===== config.mk =====
export PLATFORM = sky130hd
export DESIGN_NAME = uart_rx_flat
export DESIGN_NICKNAME = d
export VERILOG_FILES = /design/src/rtl/uart_rx_if.sv /design/src/rtl/uart_rx.sv /design/src/flat_wrapper.sv
export SDC_FILE = /design/constraint.sdc
export NUM_CORES = 1
export LEC_CHECK = 0
export CORE_ASPECT_RATIO = 0.8
export CORE_MARGIN = 1
export CORE_UTILIZATION = 50
export CTS_BUF_LIST = sky130_fd_sc_hd__clkbuf_2 sky130_fd_sc_hd__clkbuf_4 sky130_fd_sc_hd__clkbuf_8
export DETAILED_ROUTE_END_ITERATION = 8
export HOLD_SLACK_MARGIN = 0.08
export PLACE_DENSITY = 0.72
export SYNTH_ARGS = -nofsm -noshare
export SYNTH_HDL_FRONTEND = slang
export SYNTH_SLANG_ARGS = --single-unit

===== constraint.sdc =====
create_clock -name clk -period 2.2 [get_ports clk]
set_input_delay 0.33 -clock clk [delete_from_list [all_inputs] [get_ports clk]]
set_output_delay 0.33 -clock clk [all_outputs]
set_load 0.02 [all_outputs]

===== src/rtl/uart_rx_if.sv =====
// UART receiver bus: tick/serial/line-control inputs and received-word outputs.
// Ports (slave view = receiver):
//   sample_tick  in   16x baud strobe
//   sin          in   asynchronous serial line, idle high
//   word_len     in   00=5, 01=6, 10=7, 11=8 data bits
//   parity_en, even_parity, stick_parity  in  parity controls
//   rx_data      out  received word, right-justified
//   rx_valid     out  one-cycle frame-complete pulse
//   parity_err, framing_err, break_det    out status, valid with rx_valid
//   rx_busy      out  receiver not idle
interface uart_rx_if;
    logic       sample_tick;
    logic       sin;
    logic [1:0] word_len;
    logic       parity_en;
    logic       even_parity;
    logic       stick_parity;
    logic [7:0] rx_data;
    logic       rx_valid;
    logic       parity_err;
    logic       framing_err;
    logic       break_det;
    logic       rx_busy;

    modport master (
        output sample_tick, sin, word_len, parity_en, even_parity, stick_parity,
        input  rx_data, rx_valid, parity_err, framing_err, break_det, rx_busy
    );

    modport slave (
        input  sample_tick, sin, word_len, parity_en, even_parity, stick_parity,
        output rx_data, rx_valid, parity_err, framing_err, break_det, rx_busy
    );
endinterface


===== src/rtl/uart_rx.sv =====
// UART receiver: 16x oversampled, 5-8 data bits, optional/stick parity,
// one checked stop bit, break detection.
// Ports:
//   clk    single clock
//   reset  asynchronous active-low reset
//   bus    uart_rx_if.slave (see interface file for signal list)
// Parameter SYNC_STAGES: flops on sin before use (min 2).
// Optional macro UART_RX_MAJORITY_VOTE_EN: each bit is the 2-of-3 majority of
// the three ticks ending at the sample point instead of a single sample.
module uart_rx #(
    parameter int unsigned SYNC_STAGES = 2
) (
    input  logic      clk,
    input  logic      reset,
    uart_rx_if.slave  bus
);

    localparam int unsigned CNT_W  = 4;
    localparam int unsigned IDX_W  = 3;
    localparam int unsigned DATA_W = 8;

    typedef enum logic [2:0] {
        IDLE   = 3'd0,
        START  = 3'd1,
        DATA   = 3'd2,
        PARITY = 3'd3,
        STOP   = 3'd4
    } state_t;

    logic [SYNC_STAGES-1:0] sync_q;
    logic                   sin_s;

    state_t              state_q, state_d;
    logic [CNT_W-1:0]    cnt_q, cnt_d;
    logic [IDX_W-1:0]    idx_q, idx_d;
    logic [DATA_W-1:0]   shift_q, shift_d;
    logic [1:0]          wl_q, wl_d;
    logic                pen_q, pen_d;
    logic                even_q, even_d;
    logic                stick_q, stick_d;
    logic                perr_q, perr_d;
    logic                pbit_q, pbit_d;

    logic [DATA_W-1:0]   rx_data_q, rx_data_d;
    logic                rx_valid_q, rx_valid_d;
    logic                pe_q, pe_d;
    logic                fe_q, fe_d;
    logic                bd_q, bd_d;
    logic                busy_q, busy_d;

    logic                bit_val;
    logic [IDX_W-1:0]    last_idx;
    logic                exp_par;

    // Input synchronizer; reset to idle level so no false start after reset.
    always_ff @(posedge clk or negedge reset) begin
        if (!reset) begin
            sync_q <= '1;
        end else begin
            sync_q <= {sync_q[SYNC_STAGES-2:0], bus.sin};
        end
    end

    assign sin_s = sync_q[SYNC_STAGES-1];

`ifdef UART_RX_MAJORITY_VOTE_EN
    logic [1:0]       vote_q, vote_d;
    logic [CNT_W-1:0] vote_lo;

    // First two of the three votes; the third is the live sample.
    assign vote_lo = (state_q == START) ? CNT_W'(5) : CNT_W'(13);

    always_comb begin
        vote_d = vote_q;
        if (bus.sample_tick && (state_q != IDLE)) begin
            if (cnt_q == vote_lo) begin
                vote_d[0] = sin_s;
            end
            if (cnt_q == vote_lo + CNT_W'(1)) begin
                vote_d[1] = sin_s;
            end
        end
    end

    always_ff @(posedge clk or negedge reset) begin
        if (!reset) begin
            vote_q <= 2'b11;
        end else begin
            vote_q <= vote_d;
        end
    end

    assign bit_val = (vote_q[0] & vote_q[1]) | (vote_q[0] & sin_s) | (vote_q[1] & sin_s);
`else
    assign bit_val = sin_s;
`endif

    assign last_idx = IDX_W'(4) + IDX_W'(wl_q);

    // Parity bit the frame should carry, from the latched controls.
    assign exp_par = stick_q ? ~even_q : ((^shift_q) ^ ~even_q);

    // Next-state and output logic; everything moves only on sample ticks.
    always_comb begin
        state_d    = state_q;
        cnt_d      = cnt_q;
        idx_d      = idx_q;
        shift_d    = shift_q;
        wl_d       = wl_q;
        pen_d      = pen_q;
        even_d     = even_q;
        stick_d    = stick_q;
        perr_d     = perr_q;
        pbit_d     = pbit_q;
        rx_data_d  = rx_data_q;
        rx_valid_d = 1'b0;
        pe_d       = pe_q;
        fe_d       = fe_q;
        bd_d       = bd_q;

        if (bus.sample_tick) begin
            case (state_q)
                IDLE: begin
                    if (!sin_s) begin
                        state_d = START;
                        cnt_d   = '0;
                    end
                end
                START: begin
                    if (cnt_q == CNT_W'(7)) begin
                        cnt_d = '0;
                        if (!bit_val) begin
                            state_d = DATA;
                            idx_d   = '0;
                            shift_d = '0;
                            perr_d  = 1'b0;
                            pbit_d  = 1'b0;
                            wl_d    = bus.word_len;
                            pen_d   = bus.parity_en;
                            even_d  = bus.even_parity;
                            stick_d = bus.stick_parity;
                        end else begin
                            state_d = IDLE;
                        end
                    end else begin
                        cnt_d = cnt_q + CNT_W'(1);
                    end
                end
                DATA: begin
                    if (cnt_q == CNT_W'(15)) begin
                        cnt_d          = '0;
                        shift_d[idx_q] = bit_val;
                        if (idx_q == last_idx) begin
                            idx_d   = '0;
                            state_d = pen_q ? PARITY : STOP;
                        end else begin
                            idx_d = idx_q + IDX_W'(1);
                        end
                    end else begin
                        cnt_d = cnt_q + CNT_W'(1);
                    end
                end
                PARITY: begin
                    if (cnt_q == CNT_W'(15)) begin
                        cnt_d   = '0;
                        pbit_d  = bit_val;
                        perr_d  = (bit_val != exp_par);
                        state_d = STOP;
                    end else begin
                        cnt_d = cnt_q + CNT_W'(1);
                    end
                end
                STOP: begin
                    if (cnt_q == CNT_W'(15)) begin
                        cnt_d      = '0;
                        state_d    = IDLE;
                        rx_valid_d = 1'b1;
                        rx_data_d  = shift_q;
                        pe_d       = perr_q;
                        fe_d       = ~bit_val;
                        // Start bit is known low; everything else must be low too.
                        bd_d       = (shift_q == '0) && !pbit_q && !bit_val;
                    end else begin
                        cnt_d = cnt_q + CNT_W'(1);
                    end
                end
                default: begin
                    state_d = IDLE;
                    cnt_d   = '0;
                end
            endcase
        end

        busy_d = (state_d != IDLE);
    end

    // State and output registers.
    always_ff @(posedge clk or negedge reset) begin
        if (!reset) begin
            state_q    <= IDLE;
            cnt_q      <= '0;
            idx_q      <= '0;
            shift_q    <= '0;
            wl_q       <= '0;
            pen_q      <= 1'b0;
            even_q     <= 1'b0;
            stick_q    <= 1'b0;
            perr_q     <= 1'b0;
            pbit_q     <= 1'b0;
            rx_data_q  <= '0;
            rx_valid_q <= 1'b0;
            pe_q       <= 1'b0;
            fe_q       <= 1'b0;
            bd_q       <= 1'b0;
            busy_q     <= 1'b0;
        end else begin
            state_q    <= state_d;
            cnt_q      <= cnt_d;
            idx_q      <= idx_d;
            shift_q    <= shift_d;
            wl_q       <= wl_d;
            pen_q      <= pen_d;
            even_q     <= even_d;
            stick_q    <= stick_d;
            perr_q     <= perr_d;
            pbit_q     <= pbit_d;
            rx_data_q  <= rx_data_d;
            rx_valid_q <= rx_valid_d;
            pe_q       <= pe_d;
            fe_q       <= fe_d;
            bd_q       <= bd_d;
            busy_q     <= busy_d;
        end
    end

    assign bus.rx_data     = rx_data_q;
    assign bus.rx_valid    = rx_valid_q;
    assign bus.parity_err  = pe_q;
    assign bus.framing_err = fe_q;
    assign bus.break_det   = bd_q;
    assign bus.rx_busy     = busy_q;

endmodule


===== src/flat_wrapper.sv =====
// flat-port wrapper written by rule: the top's interface ports become plain ports
module uart_rx_flat 
#(
    parameter int unsigned SYNC_STAGES = 2
)
  (clk, reset, bus_sample_tick, bus_sin, bus_word_len, bus_parity_en, bus_even_parity, bus_stick_parity, bus_rx_data, bus_rx_valid, bus_parity_err, bus_framing_err, bus_break_det, bus_rx_busy);
  uart_rx_if bus_i ();
  input  logic clk;
  input  logic reset;
  input wire logic [$bits(bus_i.sample_tick)-1:0] bus_sample_tick;
  input wire logic [$bits(bus_i.sin)-1:0] bus_sin;
  input wire logic [$bits(bus_i.word_len)-1:0] bus_word_len;
  input wire logic [$bits(bus_i.parity_en)-1:0] bus_parity_en;
  input wire logic [$bits(bus_i.even_parity)-1:0] bus_even_parity;
  input wire logic [$bits(bus_i.stick_parity)-1:0] bus_stick_parity;
  output wire logic [$bits(bus_i.rx_data)-1:0] bus_rx_data;
  output wire logic [$bits(bus_i.rx_valid)-1:0] bus_rx_valid;
  output wire logic [$bits(bus_i.parity_err)-1:0] bus_parity_err;
  output wire logic [$bits(bus_i.framing_err)-1:0] bus_framing_err;
  output wire logic [$bits(bus_i.break_det)-1:0] bus_break_det;
  output wire logic [$bits(bus_i.rx_busy)-1:0] bus_rx_busy;
  assign bus_i.sample_tick = bus_sample_tick;
  assign bus_i.sin = bus_sin;
  assign bus_i.word_len = bus_word_len;
  assign bus_i.parity_en = bus_parity_en;
  assign bus_i.even_parity = bus_even_parity;
  assign bus_i.stick_parity = bus_stick_parity;
  assign bus_rx_data = bus_i.rx_data;
  assign bus_rx_valid = bus_i.rx_valid;
  assign bus_parity_err = bus_i.parity_err;
  assign bus_framing_err = bus_i.framing_err;
  assign bus_break_det = bus_i.break_det;
  assign bus_rx_busy = bus_i.rx_busy;
  uart_rx #(.SYNC_STAGES(SYNC_STAGES)) u_core (.clk(clk), .reset(reset), .bus(bus_i));
endmodule

==> metrics.txt, run 1 <==
status=complete, no violations; Int Pwr=approximately 0.0015 W; mean post-synth cell area=~9.7 µm²; Die Wd=about 73 µm; share of cells above drive strength 1=0.1245; WP buf/inv=0; CP peak stage delay=around 0.50 ns; Crit Path Max Fanout=5; I/O pin cnt=22; dominant cell type by area after synthesis=dfrtp_1; crit share post-route=0.9318; P&R area growth vs syn=19.84%; Hold Crit Class=input port to async pin; placed cell area=approximately 2300 µm²; final instance area=between 2000 and 2500 µm²; Final Skew=between 0.003 and 0.004 ns; Final WS setup=approximately 0.15 ns; Final ANT Viol Nets=0; via/cell ratio=approximately 5.3; peak supply drop=0.0005137 V; DR pass1 iterations=4; minimum clock period=2.050 ns; largest net degree at the start of global routing=41; Core Util, Final=0.6315; initial DRC count=108; Total Wirelength=between 3 and 4 mm; Pleak=just over 1 nW; first-pass GRT wire length=around 6.7 mm; cts bufs inserted=5; switching pwr=~0.00057 W; cell family with most CP delay=simple AND/OR/NAND/NOR gates; Mapped Area=between 2000 and 2500 µm²; clock latency at the later pin of the worst-skew pair=around 0.30 ns; Comb power frac=0.203; cell with the most instances after synthesis=dfrtp_1; kind of critical path=flip-flop to flip-flop; Final nets=roughly 250; total negative slack=0 ns; Vias=approximately 1500; H-tree depth=2; critical path required time=between 2 and 2.5 ns; Pins Over Slew Limit=0; FILL cells=352; total track usage=0.2113; RePlAce Congestion=roughly 0.93; Max Cap Viol=0; Worst setup EP type=flip-flop; Final Setup Violations=0; largest cells by area after synthesis=dfrtp_1 47%, o21ai_0 7.1%, mux2_2 3.9%; f_max=approximately 0.49 GHz; die area=4322 µm²; Post-synth EDFFs=0; CTS resizes=0; Tightest Pin Transition=0.8757 ns; clock power share=0.344; CP max-delay cell=or4b_1; final hold vios=0; DR WL/cell=13.35 µm; pwr/cell area=roughly 840 nW/µm²; Port Buffers=21; crit path launch type=flip-flop; total gr overflow=0; antenna violations before repair=0; die height=around 59 µm; DPL Wire Length=2.781 mm; top_reg_cell synth=dfrtp_1; CP Cell Sequence=ha_1 > and3_4 > and2_4 > nand2_1 > a311o_1 > or4b_1; syn_nets=roughly 220; Synth top area share=0.4683; sequential share of power=0.453; initial core utilization=0.5269; CORE AREA=between 3000 and 4000 µm²; CTS tree=yes; YS warnings=0; number of global-route vias before repair=about 1500; Seq cells post-synth=40; diode count=0; Synth Instances=roughly 210; commonest cells in the netlist=38 x dfrtp_1, 29 x o21ai_0, 21 x nand2_1; RSZ-0062 raised after global routing=false; # DRC=0; Final Hold Slack=~0.14 ns; Worst slew margin=0.4162; synth unique cells=~40; register area share after synthesis=0.4941; clk buf depth=2; switch share=0.2811; asr flop ratio synth=1.000; clock slew at reported path FFs=about 0.080 ns; Worst EP arrival=2.22 ns; setup bufs post-CTS=0; hold_buf cts=0; CTS Root Buffer Type=clkbuf_8; FP Rows=20; Post-Place Worst Slack=between 0.08 and 0.09 ns; clock tree sinks=40
[layer usage]
metal  vias to the layer above  wire length [µm]  global-route usage
li1                        776                 -                   -
met1                       692              1921              0.3027
met2                        62              1605              0.2963
met3                         7               267             0.07993
met4                         0                51             0.06723
met5                         -                 0                   0
[worst paths after layout]
check,from,end,slack [ns],cells after the start
worst max-delay path,u_core.cnt_q[0]$_DFFE_PN0P_,u_core.bus.rx_busy$_DFF_PN0_,0.15,6
worst max register to register,u_core.cnt_q[0]$_DFFE_PN0P_,u_core.bus.rx_busy$_DFF_PN0_,0.15,6
min in group clk,u_core.sync_q[0]$_DFF_PN1_,u_core.sync_q[1]$_DFF_PN1_,0.36,0
max in group asynchronous,reset,u_core.shift_q[0]$_DFFE_PN0P_,1.50,1
worst min register to register,u_core.sync_q[0]$_DFF_PN1_,u_core.sync_q[1]$_DFF_PN1_,0.36,0
worst min-delay path,reset,u_core.cnt_q[3]$_DFFE_PN0P_,0.14,1
[state kept, by name (all words and copies together) (netlist names), 2 cells and up]
name / count
u_core.bus.rx_data: 8
u_core.shift_q: 8
u_core.cnt_q: 4
u_core.idx_q: 3
u_core.state_q: 3
u_core.sync_q: 2
u_core.wl_q: 2
[area by class of cell]
| class | count | area (µm²) | area share |
|---|---|---|---|
| Inverter | 14 | 52.55 | 0.02159 |
| Sequential cell | 40 | 1003 | 0.4123 |
| Multi-Input combinational cell | 144 | 922.1 | 0.3789 |
| Clock buffer | 5 | 68.82 | 0.02828 |
| Clock inverter | 2 | 60.06 | 0.02468 |
| Timing Repair Buffer | 28 | 257.7 | 0.1059 |
| Tap cell | 55 | 68.82 | 0.02828 |
[layout by cell type, fill, tap and decap left out, types with 2 or more instances in the layout]
| cell type | n |
|---|---|
| nand3b_1 | 3 |
| bufinv_16 | 2 |
| inv_1 | 13 |
| nand2b_1 | 7 |
| buf_4 | 7 |
| a21o_1 | 2 |
| mux2_2 | 7 |
| nand3_1 | 6 |
| a22o_1 | 4 |
| clkbuf_8 | 5 |
| a21oi_1 | 5 |
| dfrtp_1 | 38 |
| nor2_1 | 8 |
| or3_1 | 3 |
| nor3_1 | 8 |
| and3_4 | 2 |
| xnor2_1 | 9 |
| a31oi_1 | 2 |
| nor2b_1 | 5 |
| nand2_1 | 21 |
| clkdlybuf4s50_1 | 20 |
| o21ai_0 | 29 |
| dfstp_2 | 2 |
| ha_1 | 6 |
[through the flow]
| stage | power, W | instances |
|---|---|---|
| 6_report | 0.002040 | 288 |
| 5_1_grt | 0.002149 | 288 |
| 4_1_cts | 0.002051 | 288 |
| 3_5_place_dp | 0.001349 | 281 |
| 3_3_place_gp | 0.001339 | 281 |
| 2_1_floorplan | 0.001242 | 209 |
[logic make-up after synthesis]
group	Yosys count	share of synthesized area
mux	7	0.03882
compound gates	52	0.1553
simple gates	69	0.1799
flops	40	0.4941
xor+xnor	10	0.04313
fa+ha+maj	6	0.03697
buf+inv	25	0.05176
[power groups by stage]
stage	Clock, W	Sequential (W)	Combinational (W)
finish	0.000701	0.000924	0.000414
global route	0.000742	0.000940	0.000468
CTS	0.000715	0.000921	0.000415
detailed placement	0	0.000936	0.000413
global placement	0	0.000934	0.000405
floorplan	0	0.000887	0.000356
No activity file was read; power rests on OpenSTA's default activity.
==> inputs of run 2 (changes only) <==
--- a/config.mk
+++ b/config.mk
@@ -8,7 +8,7 @@
 export CORE_ASPECT_RATIO = 0.8
 export CORE_MARGIN = 1
 export CORE_UTILIZATION = 50
-export CTS_BUF_LIST = sky130_fd_sc_hd__clkbuf_2 sky130_fd_sc_hd__clkbuf_4 sky130_fd_sc_hd__clkbuf_8
+export CTS_BUF_LIST = sky130_fd_sc_hd__clkbuf_8
 export DETAILED_ROUTE_END_ITERATION = 8
 export HOLD_SLACK_MARGIN = 0.08
 export PLACE_DENSITY = 0.72
==> results of run 2 <==
The final DEF is identical to that of run 1; final timing and power are the same.
